<file path="src/rtl/hyperbus_responder.sv">
// -----------------------------------------------------------------------------
// hyperbus_responder
//
// Purpose: behavioural HyperBus device model for synthesis/emulation. It
// receives a 48-bit command/address over three bus words, waits out the
// initial access latency and then streams read data or accepts masked write
// data from a 16-bit backing store. The burst address either increments
// linearly or wraps inside a 16-word block.
//
// Optional feature (compile-time macro HYPERBUS_RESPONDER_REGSPACE_EN):
// implements the register space (read-only ID0 and writable CR0). Without
// it, register-space commands are drained without effect.
//
// Ports:
//   clk_i      sole clock, rising edge
//   rst_i      synchronous active-high reset
//   cs_ni      chip select, active-low; one bus word per clk_i cycle
//   dq_i       CA word / write-data word
//   rwds_i     write byte mask (bit0 -> dq_i[7:0], bit1 -> dq_i[15:8]; 1 = masked)
//   lat_i      initial latency in cycles (0 behaves as 1)
//   add_lat_i  device requests doubled latency
//   dq_o       read data (registered)
//   dq_oe_o    dq_o drive enable
//   rwds_o     latency indicator during CA, read strobe during data
//   rwds_oe_o  rwds_o drive enable
// -----------------------------------------------------------------------------
module hyperbus_responder #(
    parameter int unsigned MemWords = 256,
    parameter logic [15:0] IdValue  = 16'h0C81
) (
    input  logic        clk_i,
    input  logic        rst_i,
    input  logic        cs_ni,
    input  logic [15:0] dq_i,
    input  logic [1:0]  rwds_i,
    input  logic [3:0]  lat_i,
    input  logic        add_lat_i,
    output logic [15:0] dq_o,
    output logic        dq_oe_o,
    output logic        rwds_o,
    output logic        rwds_oe_o
);

    localparam int unsigned AW = $clog2(MemWords);
    localparam logic [AW-1:0] LOW_MASK = AW'(15);

    localparam logic [2:0] ST_IDLE  = 3'd0;
    localparam logic [2:0] ST_CA    = 3'd1;
    localparam logic [2:0] ST_LAT   = 3'd2;
    localparam logic [2:0] ST_READ  = 3'd3;
    localparam logic [2:0] ST_WRITE = 3'd4;
    localparam logic [2:0] ST_REGWR = 3'd5;
    localparam logic [2:0] ST_DRAIN = 3'd6;

    logic [2:0]    state_q, state_d;
    logic [4:0]    cnt_q, cnt_d;
    logic [31:0]   ca_q, ca_d;          // CA words 0 and 1; word 2 is used live
    logic [3:0]    lat_q, lat_d;
    logic          add_lat_q, add_lat_d;
    logic          is_read_q, is_read_d;
    logic          linear_q, linear_d;
    logic [AW-1:0] addr_q, addr_d;
    logic [15:0]   dq_q, dq_d;
    logic [15:0]   mem_q [MemWords];

    logic [4:0]    lat_eff_s;
    logic [3:0]    lat_nz_s;
    logic [AW-1:0] addr_next_s;
    logic [AW-1:0] addr_ca_s;
    logic [15:0]   rd_data_s;
    logic          mem_we_s;
    logic          dq_oe_s, rwds_oe_s, rwds_s;

`ifdef HYPERBUS_RESPONDER_REGSPACE_EN
    logic [15:0]   cr0_q;
    logic          is_reg_q, is_reg_d;
    logic          reg_sel_q, reg_sel_d;
    logic          cr0_we_s;
`endif

    // Effective latency, burst address step and read-data source
    always_comb begin
        lat_nz_s    = (lat_q == 4'd0) ? 4'd1 : lat_q;
        lat_eff_s   = add_lat_q ? {lat_nz_s, 1'b0} : {1'b0, lat_nz_s};
        // Word address is {addr_upper, addr_lower}; only the low bits index the store
        addr_ca_s   = AW'({ca_q[28:0], dq_i[2:0]});
        if (linear_q) begin
            addr_next_s = addr_q + AW'(1);
        end else begin
            // Wrapped burst: only the low nibble advances
            addr_next_s = (addr_q & ~LOW_MASK) | ((addr_q + AW'(1)) & LOW_MASK);
        end
`ifdef HYPERBUS_RESPONDER_REGSPACE_EN
        if (is_reg_q) begin
            rd_data_s = reg_sel_q ? cr0_q : IdValue;
        end else begin
            rd_data_s = mem_q[addr_q];
        end
`else
        rd_data_s = mem_q[addr_q];
`endif
    end

    // Next-state and datapath control
    always_comb begin
        state_d   = state_q;
        cnt_d     = cnt_q;
        ca_d      = ca_q;
        lat_d     = lat_q;
        add_lat_d = add_lat_q;
        is_read_d = is_read_q;
        linear_d  = linear_q;
        addr_d    = addr_q;
        dq_d      = 16'h0000;
        mem_we_s  = 1'b0;
`ifdef HYPERBUS_RESPONDER_REGSPACE_EN
        is_reg_d  = is_reg_q;
        reg_sel_d = reg_sel_q;
        cr0_we_s  = 1'b0;
`endif
        if (cs_ni) begin
            // Deselect aborts whatever is in flight, including a partial CA
            state_d = ST_IDLE;
            cnt_d   = 5'd0;
        end else begin
            case (state_q)
                ST_IDLE: begin
                    ca_d[31:16] = dq_i;
                    lat_d       = lat_i;
                    add_lat_d   = add_lat_i;
                    cnt_d       = 5'd1;
                    state_d     = ST_CA;
                end
                ST_CA: begin
                    if (cnt_q == 5'd1) begin
                        ca_d[15:0] = dq_i;
                        cnt_d      = 5'd2;
                    end else begin
                        // Third CA word: full command is now known
                        is_read_d = ca_q[31];
                        linear_d  = ca_q[29];
                        addr_d    = addr_ca_s;
`ifdef HYPERBUS_RESPONDER_REGSPACE_EN
                        is_reg_d  = ca_q[30];
                        reg_sel_d = dq_i[0];
                        if (ca_q[30] && !ca_q[31]) begin
                            state_d = ST_REGWR;
                            cnt_d   = 5'd0;
                        end else begin
                            state_d = ST_LAT;
                            cnt_d   = lat_eff_s;
                        end
`else
                        if (ca_q[30]) begin
                            state_d = ST_DRAIN;
                            cnt_d   = 5'd0;
                        end else begin
                            state_d = ST_LAT;
                            cnt_d   = lat_eff_s;
                        end
`endif
                    end
                end
                ST_LAT: begin
                    if (cnt_q == 5'd1) begin
                        cnt_d = 5'd0;
                        if (is_read_q) begin
                            // Prefetch word 0 so it is on dq_o in the first data cycle
                            state_d = ST_READ;
                            dq_d    = rd_data_s;
                            addr_d  = addr_next_s;
                        end else begin
                            state_d = ST_WRITE;
                        end
                    end else begin
                        cnt_d = cnt_q - 5'd1;
                    end
                end
                ST_READ: begin
                    dq_d   = rd_data_s;
                    addr_d = addr_next_s;
                end
                ST_WRITE: begin
                    mem_we_s = 1'b1;
                    addr_d   = addr_next_s;
                end
                ST_REGWR: begin
`ifdef HYPERBUS_RESPONDER_REGSPACE_EN
                    cr0_we_s = reg_sel_q;
`endif
                    state_d = ST_DRAIN;
                end
                ST_DRAIN: begin
                    state_d = ST_DRAIN;
                end
                default: begin
                    state_d = ST_IDLE;
                end
            endcase
        end
    end

    // Output enables, gated combinationally by chip select and reset
    always_comb begin
        dq_oe_s   = 1'b0;
        rwds_oe_s = 1'b0;
        rwds_s    = 1'b0;
        if (!cs_ni && !rst_i) begin
            case (state_q)
                ST_IDLE: begin
                    rwds_oe_s = 1'b1;
                    rwds_s    = add_lat_i;
                end
                ST_CA: begin
                    rwds_oe_s = 1'b1;
                    rwds_s    = add_lat_q;
                end
                ST_READ: begin
                    dq_oe_s   = 1'b1;
                    rwds_oe_s = 1'b1;
                    rwds_s    = 1'b1;
                end
                default: begin
                    dq_oe_s   = 1'b0;
                    rwds_oe_s = 1'b0;
                    rwds_s    = 1'b0;
                end
            endcase
        end else begin
            dq_oe_s   = 1'b0;
            rwds_oe_s = 1'b0;
            rwds_s    = 1'b0;
        end
    end

    // Control and datapath registers
    always_ff @(posedge clk_i) begin
        if (rst_i) begin
            state_q   <= ST_IDLE;
            cnt_q     <= 5'd0;
            ca_q      <= 32'h0000_0000;
            lat_q     <= 4'd0;
            add_lat_q <= 1'b0;
            is_read_q <= 1'b0;
            linear_q  <= 1'b0;
            addr_q    <= '0;
            dq_q      <= 16'h0000;
        end else begin
            state_q   <= state_d;
            cnt_q     <= cnt_d;
            ca_q      <= ca_d;
            lat_q     <= lat_d;
            add_lat_q <= add_lat_d;
            is_read_q <= is_read_d;
            linear_q  <= linear_d;
            addr_q    <= addr_d;
            dq_q      <= dq_d;
        end
    end

`ifdef HYPERBUS_RESPONDER_REGSPACE_EN
    // Register-space state; CR0 returns to its default on reset
    always_ff @(posedge clk_i) begin
        if (rst_i) begin
            cr0_q     <= 16'h8F1F;
            is_reg_q  <= 1'b0;
            reg_sel_q <= 1'b0;
        end else begin
            is_reg_q  <= is_reg_d;
            reg_sel_q <= reg_sel_d;
            if (cr0_we_s) begin
                cr0_q <= dq_i;
            end else begin
                cr0_q <= cr0_q;
            end
        end
    end
`endif

    // Backing store: byte-masked writes, contents survive reset
    always_ff @(posedge clk_i) begin
        if (mem_we_s && !rst_i) begin
            if (!rwds_i[0]) begin
                mem_q[addr_q][7:0] <= dq_i[7:0];
            end
            if (!rwds_i[1]) begin
                mem_q[addr_q][15:8] <= dq_i[15:8];
            end
        end
    end

    assign dq_o      = dq_q;
    assign dq_oe_o   = dq_oe_s;
    assign rwds_o    = rwds_s;
    assign rwds_oe_o = rwds_oe_s;

endmodule

</file>
<file path="config.mk">
export PLATFORM = sky130hd
export DESIGN_NAME = hyperbus_responder
export DESIGN_NICKNAME = d
export VERILOG_FILES = /design/src/rtl/hyperbus_responder.sv
export SDC_FILE = /design/constraint.sdc
export NUM_CORES = 2
export LEC_CHECK = 0
export CAP_MARGIN = 10
export CORE_MARGIN = 2
export CORE_UTILIZATION = 25
export CTS_CLUSTER_DIAMETER = 80
export DETAILED_ROUTE_END_ITERATION = 12
export DONT_BUFFER_PORTS = 1
export SETUP_SLACK_MARGIN = 0.4
export SLEW_MARGIN = 20
export SYNTH_ARGS = -nofsm -noshare
export SYNTH_HDL_FRONTEND = slang
export SYNTH_SLANG_ARGS = --single-unit
</file>
<file path="constraint.sdc">
create_clock -name clk_i -period 3.9 [get_ports clk_i]
set_input_delay 0.39 -clock clk_i [delete_from_list [all_inputs] [get_ports clk_i]]
set_output_delay 0.39 -clock clk_i [all_outputs]
set_load 0.02 [all_outputs]
</file>
==> impl_metrics.yaml <==
status:
  status: "complete, no violations"
global_routing:
  grt_antenna_before_repair: 33
  gr-usage-met2: 0.216
  grt-ovfl-total: 0
  grt_pass1_vias: 81600
  grt-busiest-layer: "met2"
  grt_pass1_wl_mm: 641
  grt_max_degree: 259
  grt.total_usage: 0.136
  met3_usage: 0.0285
  grtUsageMet1: 0.188
power:
  p_comb_frac: 0.037
  total_power_mw: 90.4
  vdd_drop_max_uv: 392
  power_frac_seq: 0.542
  p_leak_nw: 54.3
  p_sw_mw: 18.9
  power.internal_mw: 71.5
  p_per_area_nw_per_um2: 482
  p_clk_frac: 0.421
  swShare: 0.209
logic_synthesis:
  synth_mux_area_frac: 0.140
  netlist_area_um2: 161000
  synth_edf_count: 4096
  ys_ff_latch: 4151
  synth-async-reset-ratio: 0
  syn-num-nets: 8137
  synth_top_area_share: 0.763
  synthTopCellsByArea: "edfxtp_1 76%, mux4_2 10%, mux2i_1 3.8%"
  synthAdderAreaFrac: 0.000466
  synth_xor_xnor_area_share: 0
  synthDistinctLibCells: 70
  synth_area_leader_cell: "edfxtp_1"
  synth_compound_area_frac: 0.0384
  yosys.cell_count.top_type: "edfxtp_1"
  synth_cells: 8105
  yosys_warnings: 0
  synth_simple_gate_area_share: 0.0333
  synth_top_family_by_area: "multiplexers"
  ys.flop_type: "edfxtp_1"
  synth_area_per_cell_um2: 19.9
  synth-seq-area-share: 0.770
  synth_common_cells: "4096 x edfxtp_1, 730 x mux4_2, 670 x nor2_1"
setup_path:
  timing.rr.start: "state_q[1]"
  required_ns: 4.44
  end_kind: "register"
  reg2reg_to: "mem_q[1][10]"
  critPathArrivalTime_ns: 4.07
  crit_type: "in -> reg"
  ff2ff_path_depth: 6
  critPathLaunchType: "input port"
  r2r_setup_slack_ns: 0.46
  path_max_fanout: 25
die:
  die_h_um: 807
  start_util: 0.250
  ioPinCount: 45
  core_um2: 644000
  dieArea_um2: 651000
  row_count: 295
  die_x_um: 807
finish:
  stdcell_area_um2: 188000
  area_growth_pct: 16.3
  final_cell_count_no_fill: 17500
  final_layout_size_suffix_gt1_frac: 0.209
  fillers: 62600
  nNetsFinal: 8563
min_path:
  min_path_type: "in -> reg"
  hold_path_startpoint: "lat_i[0]"
  whs_path_depth: 3
  whs_endpoint: "lat_q[0]"
timing:
  finalCriticalPeriod_ns: 3.52
  fmax_ghz: 0.284
  fin_skew_ns: 0.0491
  setup-violations-final: 0
  fin_crit_sh: 0.903
  hold_viol: 0
  worst_pin_slew_ns: 1.40
  relSlewSlack: 0.0652
  fin_hold_ws_ns: 0.176
  rsz0062_at_grt: "true"
  drv_slew: 0
drt:
  ant_nets: 0
  dr.pass1.iters: 8
  wl_per_cell_um: 26.3
  drt_iter0_drc: 11400
  wl_mm: 460
  viasPerCell: 4.80
  num_vias: 84000
  drc_errors: 0
placed_design:
  globalplace.congestion: 0.834
  place_inst: 16700
  portBuffers: 0
  postPlaceCellArea_um2: 174000
  dp_hpwl_mm: 274
cts:
  clock_path_buffers: 4
  h-tree-depth: 5
  cts_root_buffer: "clkbuf_16"
  clock-sinks: 4151
  cts_tree: "yes"
  cts.clk_slew.worst_paths_ns: 0.06
  cts_inserted_buffers: 398
  clkLatencyLatePin_ns: 0.94
run:
  cap_violations: 0
==> cell type report <==
class                           instances  area, um^2  share of cell area
Clock buffer                          507       10600              0.0563
Sequential cell                      4151      124000               0.662
Antenna cell                           14        35.0            0.000187
Timing Repair Buffer                  542        5560              0.0296
Multi-Input combinational cell       3431       34500               0.184
Clock inverter                        212        1960              0.0105
Inverter                                7        36.3            0.000193
Tap cell                             8613       10800              0.0575
==> logic make-up (layout without fill, tap and decap cells) <==
kind of cell,after synthesis,count (layout)
multiplexers,1349,1349
adder cells (fa/ha/maj),6,6
AO/OA/AOI/OAI,850,850
other,0,14
AND/OR/NAND/NOR,1226,1226
buffers and inverters,523,1268
flip-flops,4151,4151
==> routing by layer <==
layer  wire length, um  up-vias  share of wire
met3             44000      685          0.096
met1            188000    44700           0.41
met4             13600       14          0.030
met2            215000     4095           0.47
met5                93        -        0.00020
li1                  -    34500              -
==> state kept, by name, summed over array words and instances, names as in the netlist, named ones only <==
| register | count |
|---|---|
| ca_q | 8 |
| linear_q | 1 |
| is_read_q | 1 |
| dq_o | 16 |
| state_q | 3 |
| mem_q | 4096 |
| lat_q | 4 |
| addr_q | 8 |
| cnt_q | 5 |
| add_lat_q | 1 |
==> cell usage in the layout, fill, tap and decap left out, types with 34 or more instances in the layout <==
cell	synthesis	final
clkinv_1	1	85
o22ai_1	174	174
a211oi_1	63	62
o21ai_0	41	40
edfxtp_1	4096	4096
mux4_2	730	730
clkbuf_1	266	95
a22oi_1	144	144
nor3_1	86	86
nor2_1	670	664
a21oi_1	104	103
clkinv_2	0	62
dfxtp_1	55	51
clkbuf_16	0	402
nand4_1	35	35
mux2i_1	616	616
nand2_1	185	181
o221ai_1	195	195
bufinv_16	0	34
nand3_1	129	112
buf_12	4	64
buf_4	69	415
==> power groups by stage <==
stage / sequential, mW / clock, mW / combinational, mW
final: 49.0 / 38.0 / 3.35
after global routing: 49.0 / 40.2 / 3.52
after CTS: 49.0 / 38.5 / 3.29
after detailed placement: 50.0 / 0 / 2.51
after global placement: 50.0 / 0 / 2.51
after floorplan: 50.0 / 0 / 1.68
==> per-stage QoR <==
stage	worst slack (ns)	util	setup TNS, ns
CTS	0.449	0.290	0
detailed placement	-0.302	0.270	-0.302
global route	0.228	0.291	0
floorplan	1.24	-	0
global placement	-0.324	0.270	-0.324
finish	0.379	0.291	0
==> worst max-delay path: stages <==
cell	delay (ns)
dlygate4sd3_1	0.60
buf_12	0.18
nor2_1	0.25
nand3_1	0.55
nor2_1	0.28
buf_4	0.21
nand3_1	0.65
nor2_1	0.91
==> worst max-delay path by stage <==
stage | start | end | cells after the start | slack [ns]
floorplan | rst_i | mem_q[113][0] | 8 | 1.24
global placement | register | dq_o[15] | 8 | -0.32
detailed placement | register | dq_o[15] | 8 | -0.30
CTS | rst_i | mem_q[1][10] | 8 | 0.45
global route | rst_i | mem_q[1][9] | 8 | 0.23
finish | rst_i | mem_q[1][10] | 8 | 0.38
==> repair_timing <==
item / CTS / global route
setup endpoints to repair: 4 / 133
setup buffers: 1 / 4
hold buffers: 32 / 15
resized for setup: 5 / 4
hold endpoints to repair: 3887 / 644
Power figures use the tool's default switching activity.
